===== src/rtl/conv_pkg.sv =====
// Shared definitions for the sliding-window generator: width helpers,
// per-frame window-count arithmetic and the controller state encodings.
package conv_pkg;

    function automatic int clog2(input int value);
        int width;
        int rem;
        width = 0;
        rem   = value - 1;
        while (rem > 0) begin
            width = width + 1;
            rem   = rem >> 1;
        end
        return (width < 1) ? 1 : width;
    endfunction

    function automatic int winXWidth(input int imgH);
        return clog2(imgH);
    endfunction

    function automatic int winYWidth(input int imgW);
        return clog2(imgW);
    endfunction

    function automatic int winCount(input int imgW, input int imgH, input int k, input int stride);
        return ((imgH - k) / stride + 1) * ((imgW - k) / stride + 1);
    endfunction

    localparam int DEF_IMG_W  = 28;
    localparam int DEF_IMG_H  = 28;
    localparam int DEF_K      = 5;
    localparam int DEF_PIX_W  = 8;
    localparam int DEF_STRIDE = 1;

    localparam int DEF_WIN_COUNT = winCount(DEF_IMG_W, DEF_IMG_H, DEF_K, DEF_STRIDE);
    localparam int DEF_WIN_X_W   = winXWidth(DEF_IMG_H);
    localparam int DEF_WIN_Y_W   = winYWidth(DEF_IMG_W);

    localparam logic [1:0] ST_IDLE  = 2'd0;
    localparam logic [1:0] ST_RUN   = 2'd1;
    localparam logic [1:0] ST_FLUSH = 2'd2;
    localparam logic [1:0] ST_DONE  = 2'd3;

endpackage


===== src/rtl/line_buffer.sv =====
// One image row of pixel storage; the read at the current column sees the
// previous row's pixel before this cycle's write replaces it.
module line_buffer
    import conv_pkg::*;
#(
    parameter int IMG_W = DEF_IMG_W,
    parameter int PIX_W = DEF_PIX_W
) (
    input  logic                     CLK,
    input  logic [clog2(IMG_W)-1:0]  addr_i,
    input  logic                     we_i,
    input  logic [PIX_W-1:0]         wdata_i,
    output logic [PIX_W-1:0]         rdata_o
);

    logic [PIX_W-1:0] mem_q [IMG_W];

    assign rdata_o = mem_q[addr_i];

    always_ff @(posedge CLK) begin
        if (we_i) begin
            mem_q[addr_i] <= wdata_i;
        end
    end

endmodule


===== src/rtl/conv_window_gen.sv =====
// Raster pixel stream in, every stride-aligned KxK window out as a packed bus
// (byte i*K+j = pixel at window row i, column j) with a valid/ready handshake.
module conv_window_gen
    import conv_pkg::*;
#(
    parameter int IMG_W  = DEF_IMG_W,
    parameter int IMG_H  = DEF_IMG_H,
    parameter int K      = DEF_K,
    parameter int PIX_W  = DEF_PIX_W,
    parameter int STRIDE = DEF_STRIDE
) (
    input  logic                         CLK,
    input  logic                         nRST,
    input  logic                         START,
    input  logic [PIX_W-1:0]             PIX_IN,
    input  logic                         PIX_VALID,
    output logic                         PIX_READY,
    output logic [K*K*PIX_W-1:0]         WIN_OUT,
    output logic                         WIN_VALID,
    input  logic                         WIN_READY,
    output logic [winXWidth(IMG_H)-1:0]  WIN_X,
    output logic [winYWidth(IMG_W)-1:0]  WIN_Y,
    output logic                         FRAME_DONE,
    output logic                         BUSY
);

    localparam int RW = winXWidth(IMG_H);
    localparam int CW = winYWidth(IMG_W);
    localparam int PW = clog2(STRIDE);

    localparam logic [RW-1:0] ROW_LAST      = RW'(IMG_H - 1);
    localparam logic [RW-1:0] ROW_FIRST_WIN = RW'(K - 1);
    localparam logic [CW-1:0] COL_LAST      = CW'(IMG_W - 1);
    localparam logic [CW-1:0] COL_FIRST_WIN = CW'(K - 1);
    localparam logic [PW-1:0] PHASE_LAST    = PW'(STRIDE - 1);

    logic [1:0]           state_q, state_d;
    logic [RW-1:0]        rowCnt_q, rowCnt_d;
    logic [CW-1:0]        colCnt_q, colCnt_d;
    logic [PW-1:0]        rowPhase_q, rowPhase_d;
    logic [PW-1:0]        colPhase_q, colPhase_d;
    logic                 winValid_q, winValid_d;
    logic [K*K*PIX_W-1:0] winOut_q, winOut_d;
    logic [RW-1:0]        winX_q, winX_d;
    logic [CW-1:0]        winY_q, winY_d;

    logic                 pixReady;
    logic                 accept;
    logic                 lastPix;
    logic                 rowInWin;
    logic                 colInWin;
    logic                 emit;

    logic [PIX_W-1:0]     lbRd [K-1];
    logic [PIX_W-1:0]     win_q [K][K];
    logic [PIX_W-1:0]     winShift [K][K];
    logic [K*K*PIX_W-1:0] winPacked;

    // A pending window that is not being taken this cycle blocks input, so a
    // completing pixel can never overwrite an unconsumed window.
    assign pixReady = (state_q == ST_RUN) && (!winValid_q || WIN_READY);
    assign accept   = PIX_VALID && pixReady;
    assign lastPix  = accept && (rowCnt_q == ROW_LAST) && (colCnt_q == COL_LAST);
    assign rowInWin = (rowCnt_q >= ROW_FIRST_WIN);
    assign colInWin = (colCnt_q >= COL_FIRST_WIN);
    assign emit     = accept && rowInWin && colInWin
                      && (rowPhase_q == '0) && (colPhase_q == '0);

    // Buffer m holds row r-1-m; each buffer forwards its old pixel to the next.
    for (genvar m = 0; m < K - 1; m++) begin : g_lb
        logic [PIX_W-1:0] wdata;
        if (m == 0) begin : g_head
            assign wdata = PIX_IN;
        end else begin : g_tail
            assign wdata = lbRd[m-1];
        end
        line_buffer #(
            .IMG_W (IMG_W),
            .PIX_W (PIX_W)
        ) u_lb (
            .CLK     (CLK),
            .addr_i  (colCnt_q),
            .we_i    (accept),
            .wdata_i (wdata),
            .rdata_o (lbRd[m])
        );
    end

    // Window shifts left; the incoming column is oldest row at the top down to PIX_IN.
    always_comb begin
        for (int i = 0; i < K; i++) begin
            for (int j = 0; j < K - 1; j++) begin
                winShift[i][j] = win_q[i][j+1];
            end
        end
        for (int i = 0; i < K - 1; i++) begin
            winShift[i][K-1] = lbRd[K-2-i];
        end
        winShift[K-1][K-1] = PIX_IN;
    end

    always_comb begin
        winPacked = '0;
        for (int i = 0; i < K; i++) begin
            for (int j = 0; j < K; j++) begin
                winPacked[(i*K+j)*PIX_W +: PIX_W] = winShift[i][j];
            end
        end
    end

    always_ff @(posedge CLK) begin
        if (accept) begin
            win_q <= winShift;
        end
    end

    // Phase counters start counting only once a full kernel fits, so phase zero
    // marks positions whose offset from the first window is a stride multiple.
    always_comb begin
        state_d    = state_q;
        rowCnt_d   = rowCnt_q;
        colCnt_d   = colCnt_q;
        rowPhase_d = rowPhase_q;
        colPhase_d = colPhase_q;
        winValid_d = winValid_q;
        winOut_d   = winOut_q;
        winX_d     = winX_q;
        winY_d     = winY_q;

        case (state_q)
            ST_IDLE: begin
                if (START) begin
                    state_d    = ST_RUN;
                    rowCnt_d   = '0;
                    colCnt_d   = '0;
                    rowPhase_d = '0;
                    colPhase_d = '0;
                end
            end
            ST_RUN: begin
                if (lastPix) begin
                    state_d = ST_FLUSH;
                end
            end
            ST_FLUSH: begin
                if (!winValid_q || WIN_READY) begin
                    state_d = ST_DONE;
                end
            end
            default: begin
                state_d = ST_IDLE;
            end
        endcase

        if (accept) begin
            if (colCnt_q == COL_LAST) begin
                colCnt_d   = '0;
                colPhase_d = '0;
                rowCnt_d   = rowCnt_q + 1'b1;
                if (rowInWin) begin
                    rowPhase_d = (rowPhase_q == PHASE_LAST) ? '0 : rowPhase_q + 1'b1;
                end
            end else begin
                colCnt_d = colCnt_q + 1'b1;
                if (colInWin) begin
                    colPhase_d = (colPhase_q == PHASE_LAST) ? '0 : colPhase_q + 1'b1;
                end
            end
        end

        if (emit) begin
            winValid_d = 1'b1;
            winOut_d   = winPacked;
            winX_d     = rowCnt_q - ROW_FIRST_WIN;
            winY_d     = colCnt_q - COL_FIRST_WIN;
        end else if (winValid_q && WIN_READY) begin
            winValid_d = 1'b0;
        end
    end

    always_ff @(posedge CLK or negedge nRST) begin
        if (!nRST) begin
            state_q    <= ST_IDLE;
            rowCnt_q   <= '0;
            colCnt_q   <= '0;
            rowPhase_q <= '0;
            colPhase_q <= '0;
            winValid_q <= 1'b0;
            winOut_q   <= '0;
            winX_q     <= '0;
            winY_q     <= '0;
        end else begin
            state_q    <= state_d;
            rowCnt_q   <= rowCnt_d;
            colCnt_q   <= colCnt_d;
            rowPhase_q <= rowPhase_d;
            colPhase_q <= colPhase_d;
            winValid_q <= winValid_d;
            winOut_q   <= winOut_d;
            winX_q     <= winX_d;
            winY_q     <= winY_d;
        end
    end

    assign PIX_READY  = pixReady;
    assign WIN_OUT    = winOut_q;
    assign WIN_VALID  = winValid_q;
    assign WIN_X      = winX_q;
    assign WIN_Y      = winY_q;
    assign FRAME_DONE = (state_q == ST_DONE);
    assign BUSY       = (state_q != ST_IDLE);

endmodule


===== config.mk =====
export PLATFORM = sky130hd
export DESIGN_NAME = conv_window_gen
export DESIGN_NICKNAME = d
export VERILOG_FILES = /design/src/rtl/conv_pkg.sv /design/src/rtl/line_buffer.sv /design/src/rtl/conv_window_gen.sv
export SDC_FILE = /design/constraint.sdc
export NUM_CORES = 1
export LEC_CHECK = 0
export BUFFER_PORTS_ARGS = -buffer_cell sky130_fd_sc_hd__clkbuf_2
export CORE_ASPECT_RATIO = 1.2
export CORE_MARGIN = 3
export CORE_UTILIZATION = 55
export DETAILED_ROUTE_END_ITERATION = 6
export GPL_TIMING_DRIVEN = 0
export HOLD_SLACK_MARGIN = 0.1
export PLACE_DENSITY = 0.75
export REMOVE_ABC_BUFFERS = 1
export SLEW_MARGIN = 20
export SYNTH_ARGS = -nofsm -noshare
export SYNTH_HDL_FRONTEND = slang
export SYNTH_HIERARCHICAL = 1
export SYNTH_SLANG_ARGS = --single-unit

===== constraint.sdc =====
create_clock -name CLK -period 11.51 [get_ports CLK]
set_clock_uncertainty 0.2 [all_clocks]
set_input_delay 1.7265 -clock CLK [delete_from_list [all_inputs] [get_ports CLK]]
set_output_delay 1.7265 -clock CLK [all_outputs]
set_load 0.05 [all_outputs]

Word-level counts from Yosys, hierarchy flattened
Memories as Yosys holds them, arrays and structs flattened.
Cells that the tools add are included.
- $lt $le $gt $ge: 2
- add/sub/neg operators: 6
- reduce and logical (&&, ||, !) cells: 18
- bitwise operators: 2
- mux-type cells: 28
- equality and inequality tests: 8
- operators by type and width (operator ; number):
    5-bit two-way mux ; 8
    1-bit two-way mux ; 16
    5-bit by 1-bit adder with 5-bit output (second input constant) ; 2
    5-bit equality test (second input constant) ; 2
    5-bit by 3-bit >= comparator with 1-bit output (second input constant) ; 2
    5-bit by 3-bit subtractor with 5-bit output (second input constant) ; 2
    1-bit logical AND ; 9
    2-bit nonzero test ; 4
    2-bit two-way mux ; 3
    2-bit != test (second input constant) ; 3
    2-bit one-hot mux with 3 select lines ; 1
    2-bit equality test (second input constant) ; 2
    3-bit AND reduction ; 1
    1-bit adder (second input constant) ; 2
    2-bit by 1-bit equality test with 1-bit output (second input constant) ; 1
    2-bit zero test ; 1
    1-bit inverter ; 2
    2-bit AND reduction ; 1
    1-bit zero test ; 1
    1-bit logical OR ; 1
- memories kept: 4
- input port bits: 13
- bits in writable memories: 896
- logic and storage cells: 97
- bits in registers: 385
- memory list (name ; words ; bits a word ; read ports ; clocked after memory_dff ; write ports ; line ; text):
    g_lb[0].u_lb.mem_q ; 28 ; 8 ; 1 ; 0 ; 1 ; line_buffer.sv:16 ; logic [PIX_W-1:0] mem_q [IMG_W];
    g_lb[1].u_lb.mem_q ; 28 ; 8 ; 1 ; 0 ; 1 ; line_buffer.sv:16 ;
    g_lb[2].u_lb.mem_q ; 28 ; 8 ; 1 ; 0 ; 1 ; line_buffer.sv:16 ;
    g_lb[3].u_lb.mem_q ; 28 ; 8 ; 1 ; 0 ; 1 ; line_buffer.sv:16 ;

Depth between registers and ports, before layout
Gate-level depths: netlist (run 1).
- depth in word-level cells: 9
- depth in mapped cells: 8
- mapped depth without buffers: 6

Cells and area by module
Netlist (run 1), hierarchy kept.
- modules (own cells, without submodules) (module ; times used ; area an instance (µm²) ; seq. area each (µm²) ; cells each):
    line_buffer ; 4 ; 8799.7 ; 6726.5 ; 454
    conv_window_gen ; 1 ; 14637.8 ; 10435.0 ; 706

Worst setup path before layout (run 1)
OpenSTA, ideal clock, no wires.
- kind: input to register
- start: input port WIN_READY
- end: memory g_lb[0].u_lb/mem_q[25][0] (netlist name), enable pin
- cell stages on the path: 5
- setup time: 0.388 ns
- setup slack: -0.521 ns
- required time: 10.922 ns
- data arrival time: 11.443 ns
- cell sequence: nor2b_1 -> buf_2 -> nor2_1 -> nand3b_1 -> nor3_1
- word-level cells in the longest chain between the ends: 5
- ends and longest elaborated chain (what ; line ; text):
    start: declaration ; conv_window_gen.sv:20 ; input logic WIN_READY,
    1-bit logical OR ; conv_window_gen.sv:61 ; assign pixReady = (state_q == ST_RUN) && (!winValid_q || WIN_READY);
    1-bit logical AND ; conv_window_gen.sv:61 ;
    1-bit logical AND ; conv_window_gen.sv:62 ; assign accept = PIX_VALID && pixReady;
    named net accept ; conv_window_gen.sv:48 ; logic accept;
    1-bit two-way mux ; line_buffer.sv:21 ; if (we_i) begin
    1-bit two-way mux (implied by the code) ; line_buffer.sv:22 ; mem_q[addr_i] <= wdata_i;
    end: declaration ; line_buffer.sv:16 ;
The timed path passes the listed nets, and every way through them passes these cells.

Worst setup path after layout (run 1)
- start: input port WIN_READY
- end: output port PIX_READY
- word-level cells in the longest chain between the ends: 2
- ends and longest elaborated chain (what ; line ; text):
    1-bit logical OR ; conv_window_gen.sv:61 ;
    1-bit logical AND ; conv_window_gen.sv:61 ;
    end: declaration ; conv_window_gen.sv:17 ; output logic PIX_READY,
Every way passes these cells.

==> flow_summary.yaml, run 1 <==
synth:
  synth.area.mux_share_pct: 16.0
  synth-xor-area-share_pct: 0.0527
  ys_seq_area_share_pct: 74.9
  synth_top_family_by_area: "multiplexers"
  synth_most_common_cell: "edfxtp_1"
  synth_edf_count: 1056
  synth_fa_ha_area_share_pct: 0.402
  yosys_register_bits: 1281
  synthFlopType: "edfxtp_1"
  synth_warnings: 6
  synthDominantCellAreaShare_pct: 63.6
  synthTopCellsByArea: "edfxtp_1, dfrtp_1, mux4_2"
  postSynthAreaPerCell_sq_um: 19.8
  ys_async_sr_fraction_pct: 17.6
  synth.cell_area_sq_mm: 0.0498
  yosysTopAreaCell: "edfxtp_1"
  synth-simple-area-share_pct: 3.99
  synth.distinct_cells: 53
  synth_commonest_cells: "edfxtp_1, dfrtp_1, mux2_4"
  syn_inst: 2522
  synth_compound_area_share_pct: 2.29
timing:
  finalCritPeriodShare_pct: 41.6
  drv_slew: 0
  hold_viol: 0
  max_freq_mhz: 209
  min_period_ns: 4.79
  slew_headroom_pct: 31.0
  grt_setup_unrepaired: "no"
  tns_ns: 0
  setup_violations: 0
  postLayoutSetupSlackWorst_ns: 6.72
  worstMarginPinSlew_ns: 1.04
  fin_hold_ws_ns: 0.249
pwr:
  switching_power_uw: 3290
  p_sw_share_pct: 27.3
  p_int_uw: 8760
  p_per_area_mw_per_mm2: 213
  peakVddDrop_mv: 0.158
  clock_power_share_pct: 32.0
  seq_power_share_pct: 49.7
  pwr-share-comb_pct: 18.2
  p_leak_uw: 0.0212
die:
  die_area_sq_mm: 0.0943
  die_w_um: 281
  num_rows: 120
  start_util_pct: 55.7
  io_pins: 227
  die_h_um: 336
  core_sq_mm: 0.0895
clocking:
  cts.repair.resized: 0
  clk_pin_slew_ns: 0.06
  cts_sinks: 1281
  cts_htree_levels: 3
  clockRootBuffer: "clkbuf_16"
  cts_buffer_depth: 3
  post_cts_buffers: 0
  cts_buffers: 118
  cts_tree: "done"
  hold_buffers: 0
  insertion_delay_ns: 0.69
routing:
  wl_per_cell_um: 24.7
  drc_errors: 0
  dr.first_iter.drc_count: 2172
  drt.antenna.violating_nets: 0
  vias: 24482
  via_per_inst: 6.03
  drt_wl_total_mm: 100
  firstDrtPassIters: 6
critical_path:
  r2r-start: "state_q[1]"
  cp.required_ns: 9.58
  cp_data_arrival_time_ns: 2.86
  reg2reg_depth: 9
  path_class: "input port to output pin"
  worstPathMaxFanout: 11
  setup.worst_path.start_class: "input port"
  crit_path_end_kind: "output pin"
  crit_path_start: "WIN_READY"
placement:
  place_congestion: 0.840
  post-place-ws_ns: 6.06
  portBuffers: 226
  dp_hpwl_mm: 63.8
grt:
  grt_max_degree: 91
  antenna_found_initial: 0
  grt_overflow_total: 0
  first_global_vias: 25383
  grt_usage_pct: 21.5
  grt_first_pass_wirelength_mm: 155
worst_hold_path:
  worstHoldPathCells: 0
  hp-start: "winPacked[65]"
  hold_path.class: "flop to flop"
finish:
  fin_nets: 2830
  syn_to_final_growth_pct: 13.5
  layout-drive-gt1-share_pct: 30.3
  diodes: 0
  postLayoutCoreUtil_pct: 63.2
run_status:
  outcome: "completed"
flow_run:
  drv_cap: 0
[per-stage QoR]
step	cell area (sq um)	total power, uW	std cells
finish	56600	12100	4062
global placement	51400	8520	3778
floorplan	48800	7590	2393
CTS	56500	12100	4062
detailed placement	52600	8280	3840
global route	56600	12500	4062
[critical path: stages]
cell and delay, ns:
clkbuf_2 0.08, nor2b_1 0.68, nor2b_1 0.10, clkbuf_2 0.28
[cells by family after synthesis]
family / count (synthesis)
DFF: 1281
and+or+nand+nor: 384
buffers and inverters: 151
AOI/OAI and AO/OA: 157
muxes: 530
xor gates and xnor gates: 3
adders and majority gates: 16
[power groups by stage]
stage	clock network [uW]	logic, uW	registers [uW]
2_1_floorplan	0	1400	6200
3_3_place_gp	0	2150	6370
3_5_place_dp	0	2190	6090
4_1_cts	3930	2200	6000
5_1_grt	4110	2330	6020
6_report	3860	2200	6000
[layout make-up]
type	count	area (sq um)
flip-flops and latches	1281	37400
clock buffers	149	3260
repair buffers	288	2240
well taps	1159	1450
fillers	5906	32900
multi-input cells	1090	11500
clock inverters	73	624
inverters	22	82.6
[cells in the final DEF, fill, tap and decap left out, types with 8 or more instances in the layout]
master     count
clkinv_1      15
and2_1        13
o22ai_1       12
a22oi_1       48
or3b_1        12
clkbuf_1      16
nor2b_1       26
buf_6         25
buf_16        18
nand4_1       48
clkbuf_16    122
nor3_1        10
bufinv_16      8
o21ai_1       37
nand2_1       90
mux4_2       136
ha_1          16
nand3_1        8
clkbuf_2     225
clkbuf_8      12
a221oi_1      24
mux2i_1      180
clkinv_2      29
nor3b_1        8
nand3b_1      16
buf_12        10
nor2_1        94
mux2_2        22
nor3_2        33
dfrtp_1      220
inv_1         22
edfxtp_1    1056
mux2_4       190
[final timing paths]
path / endpoint / slack (ns)
min reg2reg: winPacked[57] / 0.25
min in group asynchronous: WIN_X[3] / 0.91
max reg2reg: g_lb[0].u_lb/mem_q[20][5] / 7.35
min: winPacked[57] / 0.25
max in group asynchronous: WIN_OUT[171] / 8.91
max: PIX_READY / 6.72
[registers in the layout, summed over array words and instances, names as in the netlist, 2 cells and up]
| signal | cells |
|---|---|
| g_lb.u_lb/mem_q | 896 |
| WIN_Y | 5 |
| WIN_OUT | 200 |
| rowCnt_q | 5 |
| colCnt_q | 5 |
| state_q | 2 |
| winPacked | 160 |
| WIN_X | 5 |
[metal layers]
| layer | global-route usage [%] | wire (um) | vias to the layer above |
|---|---|---|---|
| li1 | - | - | 10565 |
| met3 | 3.22 | 6550 | 185 |
| met1 | 28.3 | 39800 | 12663 |
| met4 | 7.57 | 3010 | 0 |
| met5 | 0 | 0 | - |
| met2 | 36.8 | 51000 | 1069 |
Power figures use the tool's default switching activity.
==> inputs of run 2 (changes only) <==
Settings changed: CORE_UTILIZATION 55 to 58, PLACE_DENSITY 0.75 to 0.76.
Clock period 11.51 ns to 4.6 ns, I/O delays scaled along.
==> run 2 against run 1 <==
Effect of this change:
- register-to-register slack worse by 7.1 ns
- non-clock buffer count decreased by 2
- combinational power increased by 140%
- die area fell by 5.1%
- sequential power up 150%
- clock-buffer cell count did not move
- sequential share of layout area rose by 0.083 points
- worst hold slack got worse by 0.033 ns
- routed wire length decreased by 0.70%
- critical path type is now flop to flop
- critical endpoint is now WIN_OUT[159]
- largest cell class unchanged
==> flow_summary.yaml, run 2 (synthesis results as in run 1) <==
die:
  core_sq_mm: 0.0851
  die_h_um: 327
  die_w_um: 274
  start_util_pct: 58.6
  io_pins: 227
  die_area_sq_mm: 0.0895
  num_rows: 117
timing:
  hold_viol: 0
  worstMarginPinSlew_ns: 1.04
  max_freq_mhz: 231
  drv_slew: 0
  tns_ns: 0
  min_period_ns: 4.33
  setup_violations: 0
  slew_headroom_pct: 31.0
  finalCritPeriodShare_pct: 94.2
  grt_setup_unrepaired: "no"
pwr:
  p_leak_uw: 0.0211
  switching_power_uw: 8070
  p_sw_share_pct: 26.9
  peakVddDrop_mv: 0.344
  p_int_uw: 21900
  seq_power_share_pct: 50.1
  pwr-share-comb_pct: 17.9
  clock_power_share_pct: 32.0
  p_per_area_mw_per_mm2: 531
routing:
  via_per_inst: 6.06
  drt_wl_total_mm: 99.6
  drc_errors: 0
  wl_per_cell_um: 24.7
  dr.first_iter.drc_count: 2293
  vias: 24388
  drt.antenna.violating_nets: 0
  firstDrtPassIters: 5
finish:
  largest_reg_flops: 896
  diodes: 0
  final_cell_mix: "edfxtp_1, clkbuf_2, dfrtp_1, mux2_4, mux2i_1"
  largest-register: "g_lb.u_lb/mem_q"
  syn_to_final_growth_pct: 13.4
  final_common_cell: "edfxtp_1"
  stdcell_count: 4027
  stdcell_area_sq_mm: 0.0565
  nFillCells: 5284
  layout-drive-gt1-share_pct: 29.6
  fin_nets: 2828
critical_path:
  setup.worst_path.start_class: "flop"
  path_class: "flop to flop"
  worstPathMaxFanout: 45
  crit_path_end_kind: "flop"
  cp_data_arrival_time_ns: 4.69
  cp.required_ns: 4.96
run_status:
  outcome: "completed"
grt:
  grt_usage_pct: 22.4
  grt_first_pass_wirelength_mm: 154
  grt_max_degree: 90
  grt_overflow_total: 0
  first_global_vias: 25460
  antenna_found_initial: 0
clocking:
  cts_sinks: 1281
  cts_buffer_depth: 3
  clk_pin_slew_ns: 0.07
  cts_buffers: 118
  clockRootBuffer: "clkbuf_16"
  post_cts_buffers: 0
  insertion_delay_ns: 0.68
  cts_htree_levels: 3
  cts_tree: "done"
placement:
  place_congestion: 0.818
  dp.cells: 3807
  post_dp_cell_area_sq_mm: 0.0526
  portBuffers: 226
  dp_hpwl_mm: 64.1
worst_hold_path:
  hold_path.class: "input port to flop"
flow_run:
  drv_cap: 0
-- run 2: cell types whose count changed in the layout (fill, tap and decap cells not counted), sizes merged --
cell | previous run | this run
clkinvlp | 6 | 7
dlygate4sd3 | 0 | 1
buf | 62 | 59
inv | 33 | 27
bufinv | 8 | 10
clkinv | 48 | 47
-- run 2: stage by stage --
step / power, uW / util, % / hold slack, ns / worst slack [ns]
detailed placement: 20600 / 61.9 / 0.235 / 0.189
finish: 30000 / 66.4 / 0.216 / 0.268
global route: 31000 / 66.4 / 0.238 / 0.101
global placement: 18800 / 60.3 / 0.230 / -13.47
floorplan: 18200 / - / 0.194 / -8.32
CTS: 30100 / 66.4 / 0.174 / 0.104
-- run 2: worst max-delay path, stage by stage, from the launching register on --
cell and delay (ns):
dfrtp_4 0.93, buf_12 0.33, buf_16 0.31, buf_16 0.29, mux4_2 0.56, o21ai_1 0.16, o21ai_1 0.14, or3_2 0.74
mux2_4 0.39
-- run 2: timing repair --
item                      in CTS  in global routing
resized for setup              0                  0
hold buffers                   1                  0
hold endpoints to repair      66                  0
-- run 2: worst paths after layout --
| path | startpoint | end | slack (ns) | depth (start not counted) |
|---|---|---|---|---|
| min in group asynchronous | nRST | WIN_VALID | 0.40 | 2 |
| max in group asynchronous | nRST | WIN_OUT[15] | 2.95 | 3 |
| worst min register to register | winPacked[139] | winPacked[131] | 0.24 | 0 |
| worst min-delay path | START | colPhase_q | 0.22 | 4 |
| worst max-delay path | colCnt_q[1] | WIN_OUT[159] | 0.27 | 8 |
| worst max register to register | colCnt_q[1] | WIN_OUT[159] | 0.27 | 8 |
-- run 2: power by group through the flow --
stage / registers [uW] / logic, uW / clock network, uW
final: 15000 / 5370 / 9600
after global routing: 15100 / 5710 / 10200
after CTS: 15000 / 5360 / 9760
after detailed placement: 15300 / 5340 / 0
after global placement: 15100 / 3720 / 0
after floorplan: 15200 / 3040 / 0
-- run 2: area by class of cell --
type | count | area [sq um] | share of cell area, %
sequential | 1281 | 37400 | 66.1
multi-input combinational | 1090 | 11600 | 20.4
clock buffer | 149 | 3220 | 5.69
timing repair buffer | 286 | 2240 | 3.97
tap | 1130 | 1410 | 2.50
clock inverter | 69 | 624 | 1.11
inverter | 22 | 82.6 | 0.146
-- run 2: per-layer routing --
metal / global-route usage, % / routed length, um / vias up
li1: - / - / 10563
met1: 29.4 / 38400 / 12610
met2: 38.2 / 51300 / 1019
met3: 3.35 / 6690 / 196
met4: 8.50 / 3280 / 0
met5: 0 / 0 / -
==> inputs of run 3 (changes only) <==
Settings changed: CORE_UTILIZATION 58 to 55, PLACE_DENSITY 0.76 to 0.73, SYNTH_HIERARCHICAL 1 to unset.
==> run 3 against run 2 <==
Effect of this change:
- combinational power increased by 130%
- worst hold slack gained 0.025 ns
- non-clock buffer count up 71
- cell area is 0.39% lower
- sequential power grew 17%
- via count is 1.2% higher
- area after synthesis decreased by 4.1%
- sequential cell count stayed put
- worst setup slack improved by 0.012 ns
==> flow_summary.yaml, run 3 <==
run_status:
  outcome: "completed"
grt:
  grt_overflow_total: 0
  antenna_found_initial: 1
  grt_usage_pct: 23.4
  grt_first_pass_wirelength_mm: 157
  first_global_vias: 25377
  grt_max_degree: 88
synth:
  postSynthAreaPerCell_sq_um: 19.2
  synthDominantCellAreaShare_pct: 66.3
  synth_warnings: 0
  synth_compound_area_share_pct: 2.89
  synth_edf_count: 1056
  synth_commonest_cells: "edfxtp_1, mux2i_1, dfrtp_1"
  synthTopCellsByArea: "edfxtp_1, dfrtp_1, mux2i_1"
  synth.cell_area_sq_mm: 0.0478
  ys_seq_area_share_pct: 78.1
  syn_inst: 2487
  synth_top_family_by_area: "multiplexers"
  synthFlopType: "edfxtp_1"
  synth_fa_ha_area_share_pct: 0.471
  synth-xor-area-share_pct: 0.0550
  synth.area.mux_share_pct: 14.6
  synth_most_common_cell: "edfxtp_1"
  synth-simple-area-share_pct: 2.42
  yosys_register_bits: 1281
  synth.distinct_cells: 54
  yosysTopAreaCell: "edfxtp_1"
  ys_async_sr_fraction_pct: 17.6
die:
  die_w_um: 275
  io_pins: 227
  num_rows: 117
  core_sq_mm: 0.0855
  start_util_pct: 55.9
  die_h_um: 329
  die_area_sq_mm: 0.0905
placement:
  portBuffers: 226
  place_congestion: 0.725
  dp_hpwl_mm: 66.7
pwr:
  p_per_area_mw_per_mm2: 703
  peakVddDrop_mv: 0.528
  p_leak_uw: 0.0204
  finalPower_uw: 39500
finish:
  seqCellArea_sq_mm: 0.0374
  postLayoutCoreUtil_pct: 65.8
  final_cell_mix: "edfxtp_1, mux2i_1, clkbuf_2, dfrtp_1, mux2_1"
  final_common_cell: "edfxtp_1"
  largest-register: "g_lb.u_lb.mem_q"
  largest_reg_flops: 896
  fin_nets: 2870
  nFillCells: 5509
  layout-drive-gt1-share_pct: 23.2
  syn_to_final_growth_pct: 17.7
  multi_input_area_sq_mm: 0.0101
  diodes: 0
timing:
  hold_viol: 0
  drv_slew: 0
  worstMarginPinSlew_ns: 1.04
  finalCritPeriodShare_pct: 93.9
  min_period_ns: 4.32
  setup_violations: 0
  grt_setup_unrepaired: "no"
  slew_headroom_pct: 30.5
  max_freq_mhz: 231
clocking:
  clockRootBuffer: "clkbuf_16"
  insertion_delay_ns: 0.69
  cts_sinks: 1281
  clk_pin_slew_ns: 0.06
  cts_htree_levels: 3
  cts_buffers: 118
  cts_tree: "done"
  cts_buffer_depth: 3
routing:
  wl_per_cell_um: 26.0
  drt.antenna.violating_nets: 0
  drc_errors: 0
  drt_wl_total_mm: 106
  vias: 24689
  via_per_inst: 6.06
  dr.first_iter.drc_count: 2267
  firstDrtPassIters: 7
critical_path:
  cp_data_arrival_time_ns: 4.66
  setup.worst_path.start_class: "flop"
  ff2ff_setup_slack_ns: 0.28
  worstPathMaxFanout: 35
  r2r-start: "colCnt_q[1]"
  path_class: "flop to flop"
  reg2reg_depth: 17
  crit_path_end_kind: "flop"
  r2r_end: "WIN_OUT[84]"
  cp.required_ns: 4.94
worst_hold_path:
  hold_path.class: "input port to flop"
  hold_end: "colCnt_q[3]"
  hp-start: "PIX_VALID"
  worstHoldPathCells: 3
flow_run:
  drv_cap: 0
run 3: kinds of logic after synthesis:
family	after synthesis
flops	1281
compound gates	207
buf+inv	141
xor+xnor	3
fa+ha+maj	18
simple gates	222
mux	615
run 3: per-layer routing:
layer	wire length, um	track usage, %
met1	39900	29.9
met5	0	0
met3	8220	4.26
met2	54000	40.5
met4	3770	8.59
run 3: stage by stage:
step	hold WS [ns]	instances	worst slack [ns]	cell area (sq um)	setup TNS, ns
after floorplan	0.194	2362	-12.55	47200	-
after detailed placement	0.230	3842	-0.761	52200	-32.28
final	0.241	4074	0.280	56300	0
after global placement	0.223	3718	-19.04	49700	-
after global routing	0.225	4074	0.0544	56300	0
after CTS	0.189	4074	0.0242	56200	0
run 3: worst max-delay path, cell delays in order (launching register included):
cell        delay, ns
dfrtp_4          0.50
buf_16           0.20
clkinvlp_4       0.17
ha_1             0.19
a211o_1          0.16
nand2_2          0.08
nor4_4           0.30
buf_6            0.21
buf_8            0.16
buf_6            0.17
buf_6            0.17
buf_6            0.14
buf_6            0.17
buf_6            0.25
buf_12           0.22
buf_6            0.20
buf_4            0.23
mux2_1           0.36
run 3: final cells by class:
| type | instances | area share (%) |
|---|---|---|
| clock buffers | 153 | 5.79 |
| clock inverters | 72 | 1.16 |
| inverters | 16 | 0.116 |
| multi-input cells | 1065 | 18.0 |
| flip-flops and latches | 1281 | 66.4 |
| well taps | 1130 | 2.51 |
| repair buffers | 357 | 6.01 |
run 3: what timing repair did:
| action | CTS | global route |
|---|---|---|
| hold buffers | 1 | 0 |
| endpoints found under the setup margin | 267 | 13 |
| hold endpoints to repair | 60 | 0 |
| pin swaps | 2 | 0 |
| cloned | 0 | 0 |
| resized for setup | 6 | 5 |
| setup buffers | 7 | 0 |
run 3: worst max path at each step:
stage / startpoint / endpoint / slack (ns) / cells past startpoint
floorplan: colCnt_q[0] / g_lb[0].u_lb.mem_q[3][0] / -12.55 / 3
global placement: colCnt_q[0] / g_lb[2].u_lb.mem_q[3][4] / -19.04 / 3
detailed placement: colCnt_q[3] / WIN_OUT[84] / -0.76 / 18
CTS: colCnt_q[1] / WIN_OUT[84] / 0.02 / 18
global route: colCnt_q[1] / WIN_OUT[84] / 0.05 / 17
finish: colCnt_q[1] / WIN_OUT[84] / 0.28 / 17
run 3: power breakdown:
part / switching, uW / internal, uW / leakage, uW / total, uW
Sequential: 857 / 16800 / 0.0123 / 17600
Clock: 4120 / 5550 / 0.00192 / 9680
Combinational: 8830 / 3420 / 0.00613 / 12200
